$ cat config.mk
export PLATFORM = sky130hd
export DESIGN_NAME = instr_fetch_unit
export DESIGN_NICKNAME = d
export VERILOG_FILES = /design/src/rtl/instr_fetch_unit.sv
export SDC_FILE = /design/constraint.sdc
export NUM_CORES = 1
export LEC_CHECK = 0
export ABC_CLOCK_PERIOD_IN_PS = 8100
export CORE_MARGIN = 2
export CORE_UTILIZATION = 50
export CTS_CLUSTER_DIAMETER = 30
export DETAILED_ROUTE_END_ITERATION = 10
export PLACE_DENSITY = 0.95
export SYNTH_ARGS = -nofsm -noshare
export SYNTH_HDL_FRONTEND = slang
export SYNTH_SLANG_ARGS = --single-unit
$ cat constraint.sdc
create_clock -name clk -period 8.1 [get_ports clk]
set_input_delay 1.62 -clock clk [delete_from_list [all_inputs] [get_ports clk]]
set_output_delay 1.62 -clock clk [all_outputs]
set_load 0.01 [all_outputs]
$ cat src/rtl/instr_fetch_unit.sv
// Instruction fetch stage: holds the PC, reads instruction memory over req/ack,
// and hands each word to decode over valid/ready, then steers the PC.
module instr_fetch_unit #(
  parameter logic [31:0] RESET_PC = 32'h0000_0000
) (
  input  logic        clk,
  input  logic        rst_n,
  output logic        imem_req,
  output logic [31:0] imem_addr,
  input  logic        imem_ack,
  input  logic [31:0] imem_rdata,
  output logic [31:0] instr,
  output logic [5:0]  opcode,
  output logic [5:0]  funct,
  output logic [31:0] pc_out,
  output logic        instr_valid,
  input  logic        instr_ready,
  input  logic        beq,
  input  logic        bne,
  input  logic        jump,
  input  logic        zero,
  input  logic [15:0] branch_imm,
  input  logic [25:0] jump_idx,
  output logic [31:0] instr_count
);

  typedef enum logic [1:0] {
    IDLE = 2'd0,
    REQ  = 2'd1,
    FULL = 2'd2
  } state_t;

  state_t      state;
  state_t      state_nxt;
  logic [31:0] pc;
  logic [31:0] pc4;
  logic [31:0] branch_off;
  logic [31:0] next_pc;
  logic        taken;
  logic        fetch_done;
  logic        handshake;

  always_ff @(posedge clk or negedge rst_n) begin
    if (!rst_n) state <= IDLE;
    else        state <= state_nxt;
  end

  always_comb begin
    state_nxt = state;
    case (state)
      IDLE:    state_nxt = REQ;
      REQ:     if (imem_ack) state_nxt = FULL;
      FULL:    if (instr_ready) state_nxt = REQ;
      default: state_nxt = IDLE;
    endcase
  end

  // Request and valid come straight from the state register, so instr_ready
  // never reaches imem_req or imem_addr combinationally.
  assign imem_req    = (state == REQ);
  assign instr_valid = (state == FULL);
  assign imem_addr   = pc;
  assign fetch_done  = (state == REQ) && imem_ack;
  assign handshake   = (state == FULL) && instr_ready;

  assign pc4        = pc_out + 32'd4;
  assign branch_off = {{14{branch_imm[15]}}, branch_imm, 2'b00};
  assign taken      = (beq & zero) | (bne & ~zero);

  always_comb begin
    next_pc = pc4;
    if (jump)       next_pc = {pc4[31:28], jump_idx, 2'b00};
    else if (taken) next_pc = pc4 + branch_off;
  end

  always_ff @(posedge clk or negedge rst_n) begin
    if (!rst_n) begin
      pc          <= RESET_PC;
      instr       <= 32'd0;
      pc_out      <= 32'd0;
      instr_count <= 32'd0;
    end else begin
      if (fetch_done) begin
        instr  <= imem_rdata;
        pc_out <= pc;
      end
      if (handshake) begin
        pc          <= next_pc;
        instr_count <= instr_count + 32'd1;
      end
    end
  end

  assign opcode = instr[31:26];
  assign funct  = instr[5:0];

endmodule

=== Word-level counts from Yosys, hierarchy flattened ===
Index checks and enable logic that the tools add are counted.

* Bits in read-only memories: 0
* Register bits after elaboration: 130
* Output and inout port bits: 142
* Input bits: 82
* Logic and storage cells: 25
* RAM bits: 0
* Bits in latches: 0
* Memories: 0

* Bitwise logic cells: 4
* Muxes and demuxes: 5
* Shifts and indexed selects: 0
* Reductions and logical operators: 4
* Multiply operators: 0
* Magnitude comparators: 0
* Div/mod/pow operators: 0
* Add/sub/neg operators: 3
* Equal/unequal tests: 4

{| class="wikitable"
|+ Operator list
! cell !! count
|-
| 2-to-1 mux 32 bit || 2
|-
| adder 32 x 1 -> 32 bit (second input constant) || 1
|-
| adder 32 x 3 -> 32 bit (second input constant) || 1
|-
| adder 32 bit || 1
|-
| case mux 2 bit (3 select lines) || 1
|-
| 2-to-1 mux 2 bit || 2
|-
| inequality test 2 x 1 -> 1 bit (second input constant) || 2
|-
| bitwise AND 1 bit || 2
|-
| equality test 2 x 1 -> 1 bit (second input constant) || 1
|-
| equality test 2 bit (second input constant) || 1
|-
| logical AND 1 bit || 2
|-
| logical NOT 2 bit || 1
|-
| AND reduction 2 bit || 1
|-
| NOT 1 bit || 1
|-
| OR 1 bit || 1
|}

=== Depth between registers and ports, before layout ===
Gate-level depths: netlist of the first run.

* Depth after elaboration: 5
* Mapped depth: 17
* Gate-level depth less buffers: 17

=== Worst setup path before layout of the first run ===
No wires, ideal clock.

* Kind: input -> register
* Start: input port branch_imm[0]
* End: register pc[28], in the netlist imem_addr[28]
* Stages: 11
* Arrival: 3660 ps
* Buffers on the path: 0
* Path slack: 4316 ps
* Cells stage by stage: ha_1 fa_1 a211o_1 a21oi_2 a21oi_2 o31ai_2 a21oi_2 a41oi_2 nor3_1 nor3_1 o21ai_1

* Word-level cells in the longest chain between the ends: 3

{| class="wikitable"
|+ Ends and longest elaborated chain
! what !! RTL line !! source
|-
| start, declared || 22 || <nowiki>input logic [15:0] branch_imm,</nowiki>
|-
| adder 32 bit || 73 || <nowiki>else if (taken) next_pc = pc4 + branch_off;</nowiki>
|-
| 2-to-1 mux 32 bit || 73 ||
|-
| 2-to-1 mux 32 bit || 72 || <nowiki>if (jump) next_pc = {pc4[31:28], jump_idx, 2'b00};</nowiki>
|-
| end signal, assigned || 88 || <nowiki>pc <= next_pc;</nowiki>
|-
| end, declared || 35 || <nowiki>logic [31:0] pc;</nowiki>
|}

No other way between the ends.
A chain may end at the register's enable or synchronous reset.

=== Final worst setup path of the first run ===
* Start: input port branch_imm[15]
* End: register pc[27], in the netlist imem_addr[27]

The elaborated chain is that of the path after synthesis.

==> implementation parameters, run 1 <==
Parameter                              Value

Outcome
  Status ... finished, final reports clean

Setup path
  CP Max Fanout ... 20
  Setup Crit Path Kind ... primary input to register
  Critical path endpoint category ... register
  Crit path launch type ... primary input
  Data required, critical path ... 8390 ps
  Data arrival time of the critical path ... 4710 ps

Logic synthesis
  Post-Syn Instances ... 773
  Total of warnings raised by yosys ... 0
  Dominant cell by count in the synthesized netlist ... sky130_fd_sc_hd__dfrtp_1
  Main combinational cell family by area after synthesis ... simple AND/OR/NAND/NOR gates
  Fraction of post-synthesis cell area in the top cell type by area ... 0.420
  Ranking of synthesized cells by area ... sky130_fd_sc_hd__dfrtp_1, sky130_fd_sc_hd__mux2_2, sky130_fd_sc_hd__xnor2_1, sky130_fd_sc_hd__ha_1, sky130_fd_sc_hd__nand2_1
  Mapped Area ... 0.00775 mm2
  Multiplexer share of the synthesized area ... 0.101
  Mapped Avg Cell Area ... 10.0 um2
  Synth Area in Simple Gates ... 0.151
  Share of the synthesized area in compound gates (AO/OA/AOI/OAI) ... 0.138
  Seq cells post-synth ... 130
  Share of synthesized cell area in full adder, half adder and majority cells ... 0.0640
  Post-synthesis async set-or-reset flop share ... 1.00
  Fraction of the yosys area taken by sequential cells ... 0.420
  XOR/XNOR share of the synthesized area ... 0.0938
  Synthesized Nets ... 894
  Number of enable-type register cells in the synthesized netlist ... 0
  Most used standard cells in the synthesized netlist ... sky130_fd_sc_hd__dfrtp_1, sky130_fd_sc_hd__nand2_1, sky130_fd_sc_hd__mux2_2, sky130_fd_sc_hd__xnor2_1, sky130_fd_sc_hd__nor2_1
  Top FF cell, synth ... sky130_fd_sc_hd__dfrtp_1
  Netlist cell types ... 65
  Post-synth top area cell ... sky130_fd_sc_hd__dfrtp_1

Power and ir drop
  Peak ir drop on the vdd network ... 0.193 mV
  Leakage component of the power ... 4.54 nW
  Power Density ... 363 mW/mm2

Final layout
  Fraction of layout instances using a drive strength above 1 ... 0.130
  Number of nets at the end of the flow ... 1105
  Number of fill cells ... 1084
  Area occupied by multi-input gates ... 0.00425 mm2
  Antenna diode count ... 0
  Total area of sequential cells ... 0.00325 mm2
  Layout Cell Area excl Fill ... 0.0106 mm2
  Area delta synth->final ... 37.0%

Clock tree
  # clock sinks ... 130
  Post-CTS setup repair buffer count ... 0
  Number of buffers on the longest clock path ... 2
  Cts repair resizes ... 0
  CTS tree ... yes
  Source-to-sink clock delay at the later pin of the worst-skew pair ... 420 ps
  H-tree depth ... 4
  Root cell of the clock tree ... sky130_fd_sc_hd__clkbuf_16
  Post-CTS clock slew at the launch and capture registers of the worst setup and hold paths ... 60 ps
  Number of CTS-inserted buffers ... 17
  Count of hold-fix buffers inserted at cts ... 0

Routing
  Final routed wirelength across all metal layers ... 22200 um
  ANT nets after route ... 0
  Drt first pass iters ... 6
  Via density ... 5.75
  Wirelength per Cell ... 18.8 um
  Overall via count from detail_route ... 6803
  Number of design-rule violations left by the first detailed-router iteration ... 433
  Number of remaining DRC errors ... 0

Timing
  Clock skew ... 10.5 ps
  Final period demand of the worst path ... 4430 ps
  Slew at the pin closest to its max-slew limit ... 935 ps
  Setup repair after global routing missed its margin ... false
  Slew Limit Headroom ... 0.376
  Final setup fails ... 0
  Pins over their slew limit ... 0
  Final hold violations ... 0
  Fraction of the cycle the final worst path needs ... 0.546
  Setup TNS Final ... 0 ps
  F_max ... 226 MHz

Job
  Max cap viols ... 0

Placed design
  Count of input and output buffers ... 223
  Detailed-placement wirelength estimate ... 16000 um
  Final Wtd Congestion ... 0.948
  Placed standard-cell area ... 0.0100 mm2

Floorplanning
  I/O pin total ... 224
  Floorplan die height ... 128 um
  Total core area ... 0.0151 mm2
  Floorplan die width ... 128 um
  Count of standard-cell rows ... 45
  Initial Utilization ... 0.511
  Die area ... 0.0165 mm2

GRT
  Number of global-route vias before repair ... 6713
  Initial antenna violation count ... 0
  Remaining global-route overflow ... 0
  Overall routing resource usage ... 0.271
  First-pass GRT wire length ... 34700 um
  Pin count of the biggest net entering global routing ... 75

Min path
  Min-Delay Path Class ... register to register
## critical path: stages
cell and delay (ps):
sky130_fd_sc_hd__clkdlybuf4s50_1 1010, sky130_fd_sc_hd__ha_1 400, sky130_fd_sc_hd__a21oi_1 190, sky130_fd_sc_hd__o21ai_0 210
sky130_fd_sc_hd__a2111oi_2 330, sky130_fd_sc_hd__o211ai_1 170, sky130_fd_sc_hd__a31oi_1 330, sky130_fd_sc_hd__xor2_1 180
sky130_fd_sc_hd__nor2_1 50, sky130_fd_sc_hd__a21oi_1 130, sky130_fd_sc_hd__a21oi_1 90
## routing by layer
layer,vias up,track usage,part of all wire
met1,3269,0.336,0.40
met3,50,0.0807,0.090
li1,3164,-,-
met4,0,0.109,0.028
met5,-,0,0
met2,320,0.446,0.48
## power breakdown
group	total [W]	internal, W	leakage, nW	switching (W)
combinational	0.00195	0.00103	2.62	0.000921
sequential	0.00114	0.000882	1.64	0.000256
clock	0.000759	0.000459	0.278	0.000301
## worst paths after layout
path                                 start               to  slack (ps)  depth (start not counted)
max                         branch_imm[15]    imem_addr[27]        3670                         11
min                        instr_count[31]  instr_count[31]         480                          1
max reg2reg                      pc_out[2]    imem_addr[27]        3830                         15
min reg2reg                instr_count[31]  instr_count[31]         480                          1
max in group asynchronous            rst_n     imem_addr[5]        5430                          2
min in group asynchronous            rst_n  instr_count[23]        1230                          1
## cell families (layout without fill, tap and decap cells)
kind of cell	Yosys count	count (layout)
adders and majority gates	39	39
DFF	130	130
xor gates and xnor gates	83	83
AOI/OAI and AO/OA	168	168
muxes	70	70
and+or+nand+nor	238	238
buffers and inverters	45	267
## sequential cells by signal (all words and copies together), names as in the netlist
register,flops
imem_addr,32
instr,32
instr_count,32
state,2
pc_out,32
## cell type report
cell class,count,share of cell area
multi-input combinational,598,0.400
sequential,130,0.306
timing repair buffer,229,0.214
clock buffer,18,0.0414
tap,188,0.0222
clock inverter,12,0.0126
inverter,8,0.00283
## metrics by stage
stage / hold WS (ps) / instances / setup WS (ps) / util / total power [W]
6_report: 477 / 1183 / 3670 / 0.701 / 0.00385
3_5_place_dp: 469 / 1153 / 3270 / 0.663 / 0.00308
3_3_place_gp: 461 / 1153 / 3310 / 0.663 / 0.00302
2_1_floorplan: 470 / 773 / 4320 / - / 0.00225
5_1_grt: 497 / 1183 / 3460 / 0.701 / 0.00407
4_1_cts: 481 / 1183 / 3700 / 0.701 / 0.00385
## cell usage in the layout, fill, tap and decap left out, types with 8 or more instances in the layout
cell                              count
sky130_fd_sc_hd__mux2_2              65
sky130_fd_sc_hd__a21o_1               9
sky130_fd_sc_hd__o211ai_1            11
sky130_fd_sc_hd__clkbuf_16           17
sky130_fd_sc_hd__inv_1                8
sky130_fd_sc_hd__nand2_1             89
sky130_fd_sc_hd__a21oi_1             39
sky130_fd_sc_hd__nor3_1              10
sky130_fd_sc_hd__clkdlybuf4s50_1    222
sky130_fd_sc_hd__dfrtp_1            130
sky130_fd_sc_hd__and3_1              12
sky130_fd_sc_hd__nor2_1              52
sky130_fd_sc_hd__nand3_1             28
sky130_fd_sc_hd__xnor2_1             55
sky130_fd_sc_hd__o21a_1               8
sky130_fd_sc_hd__nand4_1              9
sky130_fd_sc_hd__o21ai_0             50
sky130_fd_sc_hd__ha_1                38
sky130_fd_sc_hd__xor2_1              28
Note: power is estimated with default switching activity, not from simulation.
==> run 2: changes to the inputs <==
ABC_CLOCK_PERIOD_IN_PS = 4400   (was 8100)
CORE_UTILIZATION = 49   (was 50)
PLACE_DENSITY = 0.93   (was 0.95)
clock period = 4.4 ns   (was 8.1 ns; I/O delays follow)
==> implementation parameters, run 2 (synthesized netlist as in run 1, its figures left out) <==
Parameter                              Value

Floorplanning
  Count of standard-cell rows ... 45 (unchanged)
  Die area ... 0.0168 mm2 (+2.0%)
  Floorplan die width ... 130 um (+0.98%)
  Floorplan die height ... 130 um (+0.98%)
  I/O pin total ... 224 (unchanged)
  Initial Utilization ... 0.506 (-0.00564)
  Total core area ... 0.0153 mm2 (+1.1%)

Clock tree
  Cts repair resizes ... 0 (unchanged)
  Source-to-sink clock delay at the later pin of the worst-skew pair ... 430 ps (about the same)
  Number of CTS-inserted buffers ... 17 (unchanged)
  Root cell of the clock tree ... sky130_fd_sc_hd__clkbuf_16
  Post-CTS clock slew at the launch and capture registers of the worst setup and hold paths ... 60 ps (about the same)
  H-tree depth ... 4 (unchanged)
  CTS tree ... yes
  # clock sinks ... 130 (unchanged)
  Post-CTS setup repair buffer count ... 0 (unchanged)
  Count of hold-fix buffers inserted at cts ... 0 (unchanged)
  Number of buffers on the longest clock path ... 2 (unchanged)

Timing
  Final setup fails ... 0 (unchanged)
  Slew Limit Headroom ... 0.432 (+0.0556)
  Pins over their slew limit ... 0 (unchanged)
  Fraction of the cycle the final worst path needs ... 0.925
  Setup TNS Final ... 0 ps (unchanged)
  Setup repair after global routing missed its margin ... false
  Min setup slack post-route ... 328 ps (-3350 ps)
  Slew at the pin closest to its max-slew limit ... 849 ps (-86.0 ps)
  Clock skew ... 13.0 ps (+2.48 ps)
  Final period demand of the worst path ... 4070 ps
  Final hold violations ... 0 (unchanged)
  F_max ... 246 MHz

Outcome
  Status ... finished, final reports clean

GRT
  Number of global-route vias before repair ... 6792 (+1.2%)
  First-pass GRT wire length ... 35800 um (+3.3%)
  Remaining global-route overflow ... 0 (unchanged)
  Initial antenna violation count ... 0 (unchanged)
  Overall routing resource usage ... 0.278 (+0.00693)
  Pin count of the biggest net entering global routing ... 83 (+11%)

Final layout
  Most common library cell in the layout ignoring fill and taps ... sky130_fd_sc_hd__clkdlybuf4s50_1
  Antenna diode count ... 0 (unchanged)
  Fraction of layout instances using a drive strength above 1 ... 0.133 (+0.00362)
  Number of nets at the end of the flow ... 1106 (+0.090%)
  Number of fill cells ... 1158 (+6.8%)
  Area delta synth->final ... 38.3%
  Filler-free cell count of the finished design ... 1209 (+2.2%)
  Leading cell types in the layout, fill and taps excluded ... sky130_fd_sc_hd__clkdlybuf4s50_1, sky130_fd_sc_hd__dfrtp_1, sky130_fd_sc_hd__nand2_1, sky130_fd_sc_hd__mux2_2, sky130_fd_sc_hd__xnor2_1
  Layout Utilization ... 0.700 (-0.00111)

Routing
  Number of design-rule violations left by the first detailed-router iteration ... 618 (+43%)
  Overall via count from detail_route ... 6815 (+0.18%)
  Number of remaining DRC errors ... 0 (unchanged)
  ANT nets after route ... 0 (unchanged)
  Wirelength per Cell ... 19.0 um (+1.0%)
  Drt first pass iters ... 5 (-1)
  Final routed wirelength across all metal layers ... 22900 um (+3.2%)
  Via density ... 5.64 (-2.0%)

Placed design
  Worst slack after detailed placement ... 439 ps (-2830 ps)
  Detailed-placement wirelength estimate ... 16800 um (+4.5%)
  Final Wtd Congestion ... 0.928 (-2.1%)
  Count of input and output buffers ... 223 (unchanged)
  Placed cells ... 1177 (+2.1%)

Setup path
  Setup Crit Path Kind ... register to register
  Crit path launch type ... register
  Critical path endpoint category ... register
  Data required, critical path ... 4700 ps (-3690 ps)
  CP Max Fanout ... 9 (-55%)
  Data arrival time of the critical path ... 4370 ps (-340 ps)

Power and ir drop
  Leakage component of the power ... 4.57 nW (+0.81%)
  Power Density ... 673 mW/mm2 (+85%)
  Peak ir drop on the vdd network ... 0.501 mV (+160%)
  Total power of the final layout ... 0.00721 W (+87%)

Job
  Max cap viols ... 0 (unchanged)

Min path
  Min-Delay Path Class ... primary input to async pin
-- run 2: cell count changes in the layout (fill, tap and decap cells not counted), sizes merged --
cell	previous run	this run
clkinv	6	1
buf	7	8
clkbuf	18	17
inv	10	19
clkinvlp	2	1
-- run 2: cell type report --
cell class,count,area [um2],area share
Multi-Input combinational cell,598,4250,0.397
Sequential cell,130,3250,0.304
Clock inverter,15,185,0.0173
Inverter,8,30.0,0.00280
Timing Repair Buffer,230,2310,0.215
Tap cell,211,264,0.0246
Clock buffer,17,425,0.0397
-- run 2: worst max-delay path, stage by stage, from the launching register on --
cell                        delay, ps
sky130_fd_sc_hd__dfrtp_1          560
sky130_fd_sc_hd__ha_1             300
sky130_fd_sc_hd__nand3_1          150
sky130_fd_sc_hd__nor3_1           560
sky130_fd_sc_hd__nand2_1          140
sky130_fd_sc_hd__xnor2_1          220
sky130_fd_sc_hd__ha_1             310
sky130_fd_sc_hd__a21oi_1          190
sky130_fd_sc_hd__o21ai_0          190
sky130_fd_sc_hd__a2111oi_2        310
sky130_fd_sc_hd__o211ai_1         180
sky130_fd_sc_hd__a31oi_1          320
sky130_fd_sc_hd__o21ai_2           90
sky130_fd_sc_hd__xnor2_1          120
sky130_fd_sc_hd__o311ai_0         290
-- run 2: report_power, final --
part           total, W  leakage [nW]  internal [W]  switching (W)
registers       0.00210          1.64       0.00162       0.000480
logic           0.00363          2.64       0.00190        0.00173
clock network   0.00147         0.299      0.000865       0.000609
total           0.00721          4.57       0.00439        0.00281
-- run 2: layer usage --
| metal | part of all wire | GRT usage |
|---|---|---|
| met1 | 0.40 | 0.348 |
| met2 | 0.49 | 0.461 |
| met3 | 0.086 | 0.0726 |
| met4 | 0.028 | 0.113 |
| met5 | 0 | 0 |
-- run 2: path summary, 6_finish.rpt --
check	startpoint	end	slack, ps	cells past startpoint
min in group clk	instr_count[14]	instr_count[14]	490	1
worst max register to register	pc_out[2]	imem_addr[29]	330	14
worst max-delay path	pc_out[2]	imem_addr[29]	330	14
max in group asynchronous	rst_n	imem_addr[3]	3060	2
worst min-delay path	rst_n	instr_count[18]	480	1
worst min register to register	instr_count[14]	instr_count[14]	490	1
-- run 2: stage by stage --
step	instance area (um2)	hold slack [ps]
after floorplan	7750	470
after global placement	10100	471
after detailed placement	10100	486
after CTS	10700	490
after global routing	10700	508
final	10700	477
==> RTL edit: new RTL, config.mk and constraints of run 1 <==
Encoding of `state_t`: now one-hot (3 bits for 3 states).
--- a/src/rtl/instr_fetch_unit.sv
+++ b/src/rtl/instr_fetch_unit.sv
@@ -24,10 +24,10 @@
   output logic [31:0] instr_count
 );
 
-  typedef enum logic [1:0] {
-    IDLE = 2'd0,
-    REQ  = 2'd1,
-    FULL = 2'd2
+  typedef enum logic [2:0] {
+    IDLE = 3'b001,
+    REQ  = 3'b010,
+    FULL = 3'b100
   } state_t;
 
   state_t      state;
Function: same outputs for any inputs over 10 cycles, from zero or initial values and one cycle with rst_n low; not proved beyond that.
==> RTL edit against run 1 <==
Total power down 9.3%. Routed wire length down 2.7%. Count of clock-buffer cells in the layout down 1. Synthesized area about the same. Final area up 0.47%. Sequential cell count up 1. Non-clock buffer count unchanged. Setup slack better by 0.024 ns. Via count up 0.19%. Sequential power down 5%. Sequential share of layout area up 0.10 points. Critical path depth up 4. Core utilization up 0.33 points. Critical endpoint unchanged.
==> RTL edit: results (changes against run 1) <==
hpwl_um: 15800  # was 16000 um
cp.arrival_ns: 4.71  # about the same
grt_pass1_wl_um: 34600  # was 34700 um
finClkSkew_ns: 0.00801  # was 0.0105 ns
firstDrtPassIters: 5  # was 6
cts.clk_slew.worst_paths_ns: 0.06  # about the same
slowest_stage: "dfrtp_1"  # was clkdlybuf4s50_1
postCtsSetupBuffers: 0  # unchanged
portBuffers: 223  # unchanged
gp_congestion: 0.901  # was 0.948
final_nets: 1111  # was 1105
grt_usage_pct: 26.7  # was 27.1%
crit_fanout: 7  # was 20
slowest_delay_ns: 0.49  # was 1.01 ns
synth_area_leaders: "dfrtp_1 42%, mux2_2 9.3%, xnor2_1 6.8%, ha_1 6.1%, nand2_1 4.8%"  # was dfrtp_1 42%, mux2_2 9.4%, xnor2_1 6.2%, ha_1 6.1%, nand2_1 4.3%
cts_made_buffers: 17  # unchanged
diodes: 0  # unchanged
synthTopCellsByCount: "130 x dfrtp_1, 99 x nand2_1, 64 x mux2_2"  # was 130 x dfrtp_1, 89 x nand2_1, 65 x mux2_2
antenna_found_initial: 0  # unchanged
clockBufferDepth: 2  # unchanged
ctsHtreeMaxLevel: 4  # unchanged
drt_iter0_drc: 606  # was 433
yosysSeqAreaShare_pct: 42.4  # was 42.0%
status: "completed"  # unchanged
fillCellCount: 1122  # was 1084
synth_warnings: 0  # unchanged
p_leak_nw: 4.58  # was 4.54 nW
worst_pin_slew_ns: 0.944  # was 0.935 ns
min_path_type: "flop to flop"  # unchanged
vias: 6816  # was 6803
synth_nets: 899  # was 894
cts_root_buffer: "clkbuf_16"  # unchanged
final_layout_size_suffix_gt1_share_pct: 12.0  # was 13.0%
clk_latency_ns: 0.43
ys.flop_type: "dfrtp_1"  # unchanged
drtAntennaViolNets: 0  # unchanged
vdd_ir_drop_max_uv: 179  # was 193 uV
post_cts_resized: 0  # unchanged
async_flop_share_pct: 100  # unchanged
grt-ovfl-total: 0  # unchanged
wl_um: 21600  # was 22200 um
yosysUniqueCellTypes: 66  # was 65
cpLargestDelayFamily: "simple AND/OR/NAND/NOR gates"  # was compound AO/OA/AOI/OAI gates
finalSetupViolCount: 0  # unchanged
grt_max_degree: 75  # unchanged
[RTL edit: cells by family (layout without fill, tap and decap cells)]
group | after synthesis | in the layout | synth area share (%)
adder cells (fa/ha/maj) | 39 | 39 | 6.40
flip-flops | 131 | 131 | 42.4
AND/OR/NAND/NOR | 251 | 251 | 15.7
AO/OA/AOI/OAI | 163 | 163 | 13.6
multiplexers | 69 | 69 | 10.0
XOR/XNOR | 81 | 81 | 9.17
buffers and inverters | 44 | 269 | 2.73
[RTL edit: final timing paths]
check | start | endpoint | slack (ns) | cells after the start
worst max-delay path | pc_out[4]$_DFFE_PN0P_ | imem_addr[27]$_DFFE_PN0P_ | 3.70 | 15
worst min-delay path | instr_count[31]$_DFFE_PN0P_ | instr_count[31]$_DFFE_PN0P_ | 0.48 | 1
worst max register to register | pc_out[4]$_DFFE_PN0P_ | imem_addr[27]$_DFFE_PN0P_ | 3.70 | 15
worst min register to register | instr_count[31]$_DFFE_PN0P_ | instr_count[31]$_DFFE_PN0P_ | 0.48 | 1
max in group asynchronous | rst_n | pc_out[25]$_DFFE_PN0P_ | 5.63 | 2
min in group asynchronous | rst_n | instr_count[8]$_DFFE_PN0P_ | 1.14 | 1
[RTL edit: metal layers]
layer  wire [um]  GRT usage (%)  up-vias
li1            -              -     3212
met1        9190           35.2     3291
met2       10500           44.1      269
met3        1410           5.65       44
met4         515           9.05        0
met5           0              0        -
[RTL edit: worst reg2reg max path: stages (launching register included)]
cell	delay, ns
dfrtp_1	0.49
and4_1	0.32
and4_1	0.37
nand3_1	0.23
nor2_2	0.41
xor2_1	0.30
ha_1	0.34
nor3_2	0.31
a2111oi_4	0.10
a221o_1	0.32
a22o_1	0.21
a31oi_4	0.19
nand2b_1	0.08
a211o_1	0.30
a221oi_2	0.22
o21ai_1	0.10
[RTL edit: power breakdown]
part	internal [mW]	switching, mW	leakage [nW]
clock	0.437	0.336	0.286
combinational	0.879	0.759	2.59
sequential	0.867	0.212	1.70
[RTL edit: final cells by class]
| type | instances | share of cell area (%) |
|---|---|---|
| flip-flops and latches | 131 | 30.7 |
| well taps | 188 | 2.21 |
| multi-input cells | 603 | 39.9 |
| repair buffers | 229 | 21.4 |
| clock inverters | 15 | 1.54 |
| clock buffers | 17 | 3.99 |
| inverters | 8 | 0.282 |
[RTL edit: per-stage QoR]
stage	cells	instance area, um2	hold slack (ns)	worst slack, ns
global placement	1159	10100	0.456	3.45
floorplan	778	7740	0.504	4.19
CTS	1191	10700	0.485	3.75
detailed placement	1159	10100	0.474	3.43
finish	1191	10700	0.481	3.70
global route	1191	10700	0.496	3.45
